<file path="config.mk">
export PLATFORM = sky130hd
export DESIGN_NAME = cpu_mem_arbiter
export DESIGN_NICKNAME = d
export VERILOG_FILES = /design/src/rtl/cpu_mem_arb_pkg.sv /design/src/rtl/arb_timeout_counter.sv /design/src/rtl/cpu_mem_arbiter.sv
export SDC_FILE = /design/constraint.sdc
export NUM_CORES = 1
export LEC_CHECK = 0
export CAP_MARGIN = 30
export CORE_MARGIN = 4
export CORE_UTILIZATION = 40
export DETAILED_ROUTE_END_ITERATION = 6
export PLACE_DENSITY = 0.74
export REMOVE_ABC_BUFFERS = 1
export SYNTH_ARGS = -nofsm -noshare
export SYNTH_HDL_FRONTEND = slang
export SYNTH_SLANG_ARGS = --single-unit
</file>
<file path="constraint.sdc">
create_clock -name clk -period 2.47 [get_ports clk]
set_clock_uncertainty 0.05 [all_clocks]
set_input_delay 0.494 -clock clk [delete_from_list [all_inputs] [get_ports clk]]
set_output_delay 0.494 -clock clk [all_outputs]
set_load 0.01 [all_outputs]
</file>
<file path="src/rtl/cpu_mem_arb_pkg.sv">
// Shared types and constants for the CPU instruction/data memory arbiter.
//   arb_state_e : arbiter sequencing states
//   bus_req_t   : one registered bus request (address, direction, strobes, data, id)
//   fetch_req / data_req : build a word-aligned request from CPU-side values
package cpu_mem_arb_pkg;

   typedef enum logic [2:0] {
      IDLE, D_REQ, D_WAIT, I_REQ, I_WAIT, RELEASE
   } arb_state_e;

   localparam logic        ID_INST  = 1'b0;
   localparam logic        ID_DATA  = 1'b1;
   localparam logic [31:0] NOP_INST = 32'h0000_0013;   // addi x0,x0,0

   typedef struct packed {
      logic [31:0] addr;
      logic        write;
      logic [3:0]  wstrb;
      logic [31:0] wdata;
      logic        id;
   } bus_req_t;

   function automatic bus_req_t fetch_req(input logic [31:0] pc);
      bus_req_t r;
      r.addr  = {pc[31:2], 2'b00};
      r.write = 1'b0;
      r.wstrb = 4'h0;
      r.wdata = 32'h0;
      r.id    = ID_INST;
      return r;
   endfunction

   function automatic bus_req_t data_req(input logic [31:0] addr,
                                         input logic [3:0]  memrw,
                                         input logic [31:0] wdata);
      bus_req_t r;
      r.addr  = {addr[31:2], 2'b00};
      r.write = |memrw;
      r.wstrb = memrw;
      r.wdata = wdata;
      r.id    = ID_DATA;
      return r;
   endfunction

endpackage

</file>
<file path="src/rtl/arb_timeout_counter.sv">
// Phase watchdog for the arbiter.
//   clk, rst : clock, synchronous active-high reset
//   clear    : zero the count (takes priority over enable)
//   enable   : count this cycle (arbiter is in a request/wait phase)
//   expire   : this is the TIMEOUT_CYCLES-th cycle of the phase
// TIMEOUT_CYCLES = 0 disables expiry.
module arb_timeout_counter #(
   parameter int unsigned TIMEOUT_CYCLES = 256
) (
   input  logic clk,
   input  logic rst,
   input  logic clear,
   input  logic enable,
   output logic expire
);
   localparam int unsigned CW = (TIMEOUT_CYCLES > 2) ? $clog2(TIMEOUT_CYCLES) : 1;

   logic [CW-1:0] cnt;

   always_ff @(posedge clk) begin
      if (rst)         cnt <= '0;
      else if (clear)  cnt <= '0;
      else if (enable) cnt <= cnt + 1'b1;
   end

   // Count starts at 0 on phase entry, so cnt == N-1 marks the N-th cycle.
   assign expire = (TIMEOUT_CYCLES != 0) && enable &&
                   (cnt == CW'(TIMEOUT_CYCLES - 1));

endmodule

</file>
<file path="src/rtl/cpu_mem_arbiter.sv">
// Shares one single-outstanding memory bus between CPU fetch and data faces.
// Each pipeline advance: optional data access, then one fetch, then a
// one-cycle RELEASE where both stalls drop.
//   face_*        : CPU side (addresses, store data, byte enables, held results)
//   PCstall_axi   : high except in RELEASE
//   DMstall_axi   : high while a requested data access is pending
//   bus_req_*     : registered request channel (valid/ready)
//   bus_rsp_*     : response channel (rsp_valid also acks writes)
//   err_sticky    : error response or timeout seen since reset
module cpu_mem_arbiter
   import cpu_mem_arb_pkg::*;
#(
   parameter int unsigned TIMEOUT_CYCLES = 256,
   parameter logic [31:0] INST_ON_ERR    = NOP_INST
) (
   input  logic        clk,
   input  logic        rst,
   input  logic [31:0] face_pc,
   output logic [31:0] face_inst,
   input  logic [31:0] face_ALUOut,
   input  logic [31:0] face_Wdata,
   input  logic [3:0]  face_MemRW,
   input  logic        face_DMOn,
   output logic [31:0] face_Rdata,
   output logic        PCstall_axi,
   output logic        DMstall_axi,
   output logic        bus_req_valid,
   input  logic        bus_req_ready,
   output logic [31:0] bus_req_addr,
   output logic        bus_req_write,
   output logic [3:0]  bus_req_wstrb,
   output logic [31:0] bus_req_wdata,
   output logic        bus_req_id,
   input  logic        bus_rsp_valid,
   input  logic [31:0] bus_rsp_data,
   input  logic        bus_rsp_err,
   output logic        err_sticky
);

   arb_state_e  state;
   bus_req_t    req_q;
   logic        req_valid_q;
   logic        d_write_q;
   logic [31:0] pc_q;
   logic        hs, in_wait, in_phase, rsp, expire, cnt_clr;
   logic        unused_addr_lsbs;

   assign unused_addr_lsbs = ^{face_pc[1:0], face_ALUOut[1:0]};

   assign hs       = req_valid_q & bus_req_ready;
   assign in_wait  = (state == D_WAIT) || (state == I_WAIT);
   assign in_phase = in_wait || (state == D_REQ) || (state == I_REQ);
   assign rsp      = in_wait & bus_rsp_valid;
   // Any phase completion clears, so the next phase starts counting from 0.
   assign cnt_clr  = !in_phase || hs || rsp || expire;

   arb_timeout_counter #(.TIMEOUT_CYCLES(TIMEOUT_CYCLES)) u_tmo (
      .clk    (clk),
      .rst    (rst),
      .clear  (cnt_clr),
      .enable (in_phase),
      .expire (expire)
   );

   always_ff @(posedge clk) begin
      if (rst) begin
         state       <= IDLE;
         req_q       <= '0;
         req_valid_q <= 1'b0;
         d_write_q   <= 1'b0;
         pc_q        <= '0;
         face_inst   <= '0;
         face_Rdata  <= '0;
         err_sticky  <= 1'b0;
      end else begin
         case (state)
            IDLE: begin
               pc_q        <= {face_pc[31:2], 2'b00};
               d_write_q   <= |face_MemRW;
               req_valid_q <= 1'b1;
               if (face_DMOn) begin
                  req_q <= data_req(face_ALUOut, face_MemRW, face_Wdata);
                  state <= D_REQ;
               end else begin
                  req_q <= fetch_req(face_pc);
                  state <= I_REQ;
               end
            end
            D_REQ: begin
               if (hs) begin
                  req_valid_q <= 1'b0;
                  state       <= D_WAIT;
               end else if (expire) begin
                  // Valid drops for a cycle so the request never changes under valid.
                  req_valid_q <= 1'b0;
                  err_sticky  <= 1'b1;
                  if (!d_write_q) face_Rdata <= '0;
                  req_q       <= fetch_req(pc_q);
                  state       <= I_REQ;
               end
            end
            D_WAIT: begin
               if (bus_rsp_valid || expire) begin
                  // A response in the expiry cycle wins over the timeout.
                  if (!d_write_q)
                     face_Rdata <= (bus_rsp_valid && !bus_rsp_err) ? bus_rsp_data : 32'h0;
                  if (!bus_rsp_valid || bus_rsp_err) err_sticky <= 1'b1;
                  req_q       <= fetch_req(pc_q);
                  req_valid_q <= 1'b1;
                  state       <= I_REQ;
               end
            end
            I_REQ: begin
               if (!req_valid_q) begin
                  req_valid_q <= 1'b1;
               end else if (hs) begin
                  req_valid_q <= 1'b0;
                  state       <= I_WAIT;
               end else if (expire) begin
                  req_valid_q <= 1'b0;
                  err_sticky  <= 1'b1;
                  face_inst   <= INST_ON_ERR;
                  state       <= RELEASE;
               end
            end
            I_WAIT: begin
               if (bus_rsp_valid || expire) begin
                  face_inst <= (bus_rsp_valid && !bus_rsp_err) ? bus_rsp_data : INST_ON_ERR;
                  if (!bus_rsp_valid || bus_rsp_err) err_sticky <= 1'b1;
                  state     <= RELEASE;
               end
            end
            RELEASE: state <= IDLE;
            default: state <= IDLE;
         endcase
      end
   end

   assign PCstall_axi   = (state != RELEASE);
   assign DMstall_axi   = (state == D_REQ) || (state == D_WAIT) ||
                          ((state == IDLE) && face_DMOn);

   assign bus_req_valid = req_valid_q;
   assign bus_req_addr  = req_q.addr;
   assign bus_req_write = req_q.write;
   assign bus_req_wstrb = req_q.wstrb;
   assign bus_req_wdata = req_q.wdata;
   assign bus_req_id    = req_q.id;

endmodule

</file>
After elaboration in Yosys (flattened, before gate mapping)
Index checks and enable logic that the tools add are counted.
{"block": "op_classes", "muxes": 40, "reduce_logical": 31, "n_addsub": 1, "n_eq_ne": 19, "bitwise_logic": 2}
{"operator": "32-bit 2-to-1 mux", "count": 11}
{"operator": "70-bit 2-to-1 mux", "count": 4}
{"operator": "70-bit case mux with 3 select lines", "count": 1}
{"operator": "32-bit case mux with 2 select lines", "count": 2}
{"operator": "3-bit 2-to-1 mux", "count": 7}
{"operator": "3-bit case mux with 5 select lines", "count": 1}
{"operator": "2-bit inequality test (second input constant)", "count": 7}
{"operator": "1-bit 2-to-1 mux", "count": 11}
{"operator": "1-bit logical OR", "count": 10}
{"operator": "5-bit AND reduction", "count": 2}
{"operator": "3-bit inequality test (second input constant)", "count": 3}
{"operator": "8-bit by 1-bit adder with 8-bit output (second input constant)", "count": 1}
{"operator": "8-bit == test (second input constant)", "count": 1}
{"operator": "2-bit by 1-bit inequality test with 1-bit output (second input constant)", "count": 4}
{"operator": "4-bit AND reduction", "count": 2}
{"operator": "3-bit by 2-bit == test with 1-bit output (second input constant)", "count": 2}
{"operator": "6-bit AND reduction", "count": 1}
{"operator": "3-bit nonzero test", "count": 2}
{"operator": "1-bit case mux with 4 select lines", "count": 1}
{"operator": "2-bit nonzero test", "count": 2}
{"operator": "4-bit nonzero test", "count": 1}
{"operator": "2-bit OR reduction", "count": 2}
{"operator": "4-bit OR reduction", "count": 1}
{"operator": "3-bit by 1-bit == test with 1-bit output (second input constant)", "count": 1}
{"operator": "8 further kinds", "count": 13}
{"block": "word_totals", "input_bits": 138, "regBits": 178, "word_cells": 106, "out_inout_bits": 138}

Logic depth before layout (Yosys ltp)
{"block": "logic_depth", "word_depth": 9, "mapped_depth": 9, "ltp_nobuf": 5}

Modules after synthesis
A second synthesis with hierarchy kept.
{"block": "hier_totals", "hier_cells": 686, "area_unflattened_um2": 6939.2}
{"mod": "cpu_mem_arbiter", "cells_per_inst": 646, "area_per_inst_um2": 6585.1, "seq_area_each_um2": 3363.2, "n_inst": 1}
{"mod": "arb_timeout_counter", "cells_per_inst": 40, "area_per_inst_um2": 354.1, "seq_area_each_um2": 160.2, "n_inst": 1}

Worst setup path before layout
Ideal clock, no wire load.
{"block": "synth_path", "kind": "register -> register", "startpoint": "register state[0]", "endpoint": "register req_q, in the netlist bus_req_write", "stages_incl_launch_ff": 10, "synth_period_minus_slack_ns": 2.251, "slack_ns": 0.219, "setup_ns": 0.117, "arrival_time_ns": 2.084, "t_required_ns": 2.303, "path_buffers": 4, "path_cell_list": "dfxtp_1 or3_1 buf_2 nand4_4 o41a_1 buf_2 o31a_1 buf_4 buf_6 a22o_1"}
{"block": "synth_between", "elab_chain_len": 8, "elab_cells_between_ends": 16, "cone_classes": "eq/ne (7); mux (1); reduce/logical (8)"}
{"element": "start, declared", "line": "cpu_mem_arbiter.sv:40", "text": "arb_state_e state;"}
{"element": "start signal, assigned", "line": "cpu_mem_arbiter.sv:67", "text": "state <= IDLE;"}
{"element": "start signal, assigned", "line": "cpu_mem_arbiter.sv:83", "text": "state <= D_REQ;"}
{"element": "start signal, assigned", "line": "cpu_mem_arbiter.sv:86", "text": "state <= I_REQ;"}
{"element": "3-bit by 2-bit == test with 1-bit output / 3-bit == test (equally long branches)", "line": "cpu_mem_arbiter.sv:51, cpu_mem_arbiter.sv:76"}
{"element": "1-bit logical OR", "line": "cpu_mem_arbiter.sv:51", "text": "assign in_wait = (state == D_WAIT) || (state == I_WAIT);"}
{"element": "1-bit logical OR (2 in series)", "line": "cpu_mem_arbiter.sv:52", "text": "assign in_phase = in_wait || (state == D_REQ) || (state == I_REQ);"}
{"element": "1-bit logical AND", "line": "arb_timeout_counter.sv:27", "text": "assign expire = (TIMEOUT_CYCLES != 0) && enable &&"}
{"element": "1-bit logical OR", "line": "cpu_mem_arbiter.sv:103", "text": "if (bus_rsp_valid || expire) begin"}
{"element": "2-bit by 1-bit inequality test with 1-bit output (no line)"}
{"element": "4-bit AND reduction (no line)"}
{"element": "end signal, assigned", "line": "cpu_mem_arbiter.sv:85", "text": "req_q <= fetch_req(face_pc);"}
{"element": "end signal, assigned", "line": "cpu_mem_arbiter.sv:98", "text": "req_q <= fetch_req(pc_q);"}
{"element": "end signal, assigned", "line": "cpu_mem_arbiter.sv:108", "text": "req_q <= fetch_req(pc_q);"}
{"element": "end, declared", "line": "cpu_mem_arbiter.sv:41", "text": "bus_req_t req_q;"}
Parallel ways exist; a longest one is shown, timed or not.
A chain may end at the register's enable or synchronous reset.

Worst setup path in the final report
{"block": "layout_path", "startpoint": "register state[0]", "endpoint": "output PCstall_axi"}
{"block": "layout_between", "elab_chain_len": 1}
{"element": "3-bit inequality test", "line": "cpu_mem_arbiter.sv:139", "text": "assign PCstall_axi = (state != RELEASE);"}
{"element": "end, declared", "line": "cpu_mem_arbiter.sv:25", "text": "output logic PCstall_axi,"}
No other way between the ends.

==> reports/summary.txt <==
Worst-path clk slew = 60 ps
fillers = 1603
power density cells = 674 mW/mm^2
largest net degree at the start of global routing = 61
TritonCTS clock tree = yes
Slowest cell on crit path = clkdlybuf4s50_1
WL final = 21600 um
Post-CTS Setup Repair Bufs = 0
status = completed
WHS = 403 ps
Final ANT Viol Nets = 0
Worst Max-Slew Pin Slew = 545 ps
Final Hold Viols = 0
All-Layer GR Usage = 0.201
initial antenna violation count = 0
number of synthesized flops with an enable pin = 0
GPL Wtd Cong = 0.799
HPWL Detailed = 14400 um
hold_buf cts = 0
sequential area share after synthesis = 0.483
CP Data Arrival Time = 1810 ps
crit share post-route = 0.953
slowest stage delay, CP = 510 ps
slew margin rel. = 0.637
die area = 0.0205 mm^2
Max Clock Freq = 425 MHz
Longest Clk Path Bufs = 2
total gr overflow = 0
Crit Path Class = flip-flop to output port
Buffers on Ports = 269
first-pass iteration count of the detailed router = 4
Initial Utilization = 0.406
crit-path cells = buf_4 -> nor2b_2 -> nand2_1 -> clkdlybuf4s50_1
Final Critical Period = 2350 ps
startpoint type of the worst setup path = flip-flop
drt via density = 5.47
Clk Tree Root Cell = clkbuf_16
Overall Power = 7.32 mW
DR vias = 6849
Setup crit end kind = output port
Die Y-Extent = 143 um
vias in the first global route = 6517
Core ar. = 0.0180 mm^2
peak supply drop = 0.490 mV
IO Pins = 276
number of nets in the layout = 1151
warning count from the yosys run = 0
MaxCap Viol Count = 0
DRT iter0 DRCs = 364
Horiz. Die Dim = 143 um
P&R area growth vs syn = 48.8%
ant diodes = 0
dominant synthesized flop cell = dfxtp_1
post-layout worst setup margin = 117 ps
post-synthesis cell type count = 47
TritonCTS buffer count = 17
Worst EP required = 1930 ps
Synth async-reset ratio = 0
Std-Cell Rows = 49
Mean Syn Cell Area = 9.40 um^2
Routed WL per cell = 17.2 um
RSZ-0062 raised after global routing = false
wire length of the first global-routing pass = 33300 um
cell area after synthesis = 0.00729 mm^2
Min-Delay Path Class = flip-flop to flip-flop
worst-skew pair later-pin latency = 410 ps
Top delay family on crit path = buffers and inverters
DP Worst Slack = 35.9 ps
post-synthesis cell count = 776
fin. max-slew vios = 0
# H-tree levels = 4
CP bufs+invs = 2
# DRC = 0
Leak = 4.13 nW
synthesis-stage register bit count = 176
Final setup viols = 0
crit-path max FO = 14
share of cells above drive strength 1 = 0.0801
clock tree sinks = 176
## report_power, final
part	internal (mW)	total (mW)	switching [mW]
logic	0.761	1.53	0.769
clock network	1.52	2.63	1.12
registers	3.04	3.15	0.108
## through the flow
stage          setup TNS [ps]  cells   util  instance area [um^2]
2_1_floorplan         -253540    690      -                  6930
4_1_cts                     0   1253  0.604                 10800
3_3_place_gp                0   1222  0.571                 10300
3_5_place_dp                0   1222  0.571                 10300
6_report                    0   1253  0.604                 10800
5_1_grt                     0   1253  0.604                 10800
## placed cells by master, fill, tap and decap left out, types with 5 or more instances in the layout
| master | synthesis | final |
|---|---|---|
| a21oi_1 | 39 | 38 |
| inv_1 | 6 | 5 |
| nor2_1 | 20 | 18 |
| xor2_1 | 5 | 5 |
| mux2i_1 | 63 | 63 |
| nand2_1 | 133 | 133 |
| nand3_1 | 37 | 37 |
| buf_4 | 3 | 29 |
| o311ai_0 | 30 | 30 |
| o211ai_1 | 31 | 31 |
| buf_12 | 0 | 5 |
| clkbuf_16 | 0 | 17 |
| a32o_1 | 29 | 29 |
| a22o_1 | 37 | 37 |
| o41ai_1 | 31 | 31 |
| clkinv_2 | 0 | 5 |
| dfxtp_1 | 176 | 175 |
| clkdlybuf4s50_1 | 0 | 266 |
## tightest hold or removal path, cell delays in order, from the launching register on
cell     delay (ps)
dfxtp_1         310
nand2_1          50
a21oi_1          50
## timing repair
action                                 in CTS  in global routing
gates cloned                                0                  0
endpoints found under the hold margin       0                  0
resized for setup                           1                  2
setup endpoints to repair                   1                  4
## path summary, 6_finish.rpt
check	end	depth (start not counted)	slack (ps)	from
hold / removal	pc_q[13]	2	400	pc_q[13]
setup / recovery	PCstall_axi	4	120	state[0]
setup reg to reg	bus_req_wdata[0]	6	220	state[1]
hold reg to reg	pc_q[13]	2	400	pc_q[13]
## state kept, by name, summed over array words and instances (netlist names)
| register | cells |
|---|---|
| bus_req_id | 1 |
| face_inst | 32 |
| bus_req_write | 1 |
| bus_req_addr | 30 |
| state | 3 |
| bus_req_wdata | 32 |
| u_tmo.cnt | 8 |
| err_sticky | 1 |
| d_write_q | 1 |
| bus_req_valid | 1 |
| face_Rdata | 32 |
| bus_req_wstrb | 4 |
| pc_q | 30 |
## cell families (layout without fill, tap and decap cells)
family                   count (synthesis)  count (layout)  synth area share
AO/OA/AOI/OAI                          220             220             0.240
XOR/XNOR                                 8               8           0.00961
adder cells (fa/ha/maj)                  1               1           0.00172
buffers and inverters                   93             340            0.0525
flip-flops                             176             176             0.483
multiplexers                            63              63            0.0865
other                                    1               2          0.000514
AND/OR/NAND/NOR                        214             214             0.126
## synth_stat cells, types with 2 or more instances
| cell type | n | share of area |
|---|---|---|
| inv_1 | 6 | 0.0031 |
| mux2i_1 | 63 | 0.086 |
| and2_1 | 2 | 0.0017 |
| o21ai_1 | 2 | 0.0014 |
| o41ai_1 | 31 | 0.037 |
| a21o_1 | 2 | 0.0021 |
| o21a_1 | 3 | 0.0031 |
| buf_4 | 3 | 0.0031 |
| nor2b_1 | 2 | 0.0017 |
| buf_1 | 6 | 0.0031 |
| a32o_1 | 29 | 0.040 |
| nand2b_1 | 4 | 0.0034 |
| o311ai_0 | 30 | 0.036 |
| nand3_1 | 37 | 0.025 |
| xor2_1 | 5 | 0.0060 |
| xnor2_1 | 3 | 0.0036 |
| buf_2 | 6 | 0.0041 |
| and3_1 | 3 | 0.0026 |
| or3_1 | 2 | 0.0017 |
| o21ai_0 | 2 | 0.0014 |
| buf_6 | 2 | 0.0031 |
| o31ai_1 | 3 | 0.0031 |
| a21oi_1 | 39 | 0.027 |
| clkbuf_1 | 70 | 0.036 |
| nor2_1 | 20 | 0.010 |
| nor3_1 | 7 | 0.0048 |
| dfxtp_1 | 176 | 0.48 |
| o211ai_1 | 31 | 0.032 |
| nand2_1 | 133 | 0.068 |
| a22o_1 | 37 | 0.044 |
## area by class of cell
cell class	instances	area [um^2]	share of cell area
timing repair buffer	303	3000	0.276
multi-input combinational	508	3440	0.317
sequential	176	3520	0.325
clock inverter	13	139	0.0128
tap	229	287	0.0264
clock buffer	18	439	0.0405
inverter	6	22.5	0.00208
## routing by layer
| metal | up-vias | GRT usage | part of all wire |
|---|---|---|---|
| met3 | 17 | 0.0646 | 0.079 |
| li1 | 3367 | - | - |
| met2 | 221 | 0.331 | 0.49 |
| met1 | 3244 | 0.255 | 0.42 |
| met4 | 0 | 0.0550 | 0.014 |
| met5 | - | 0 | 0 |
Power figures use the tool's default switching activity.
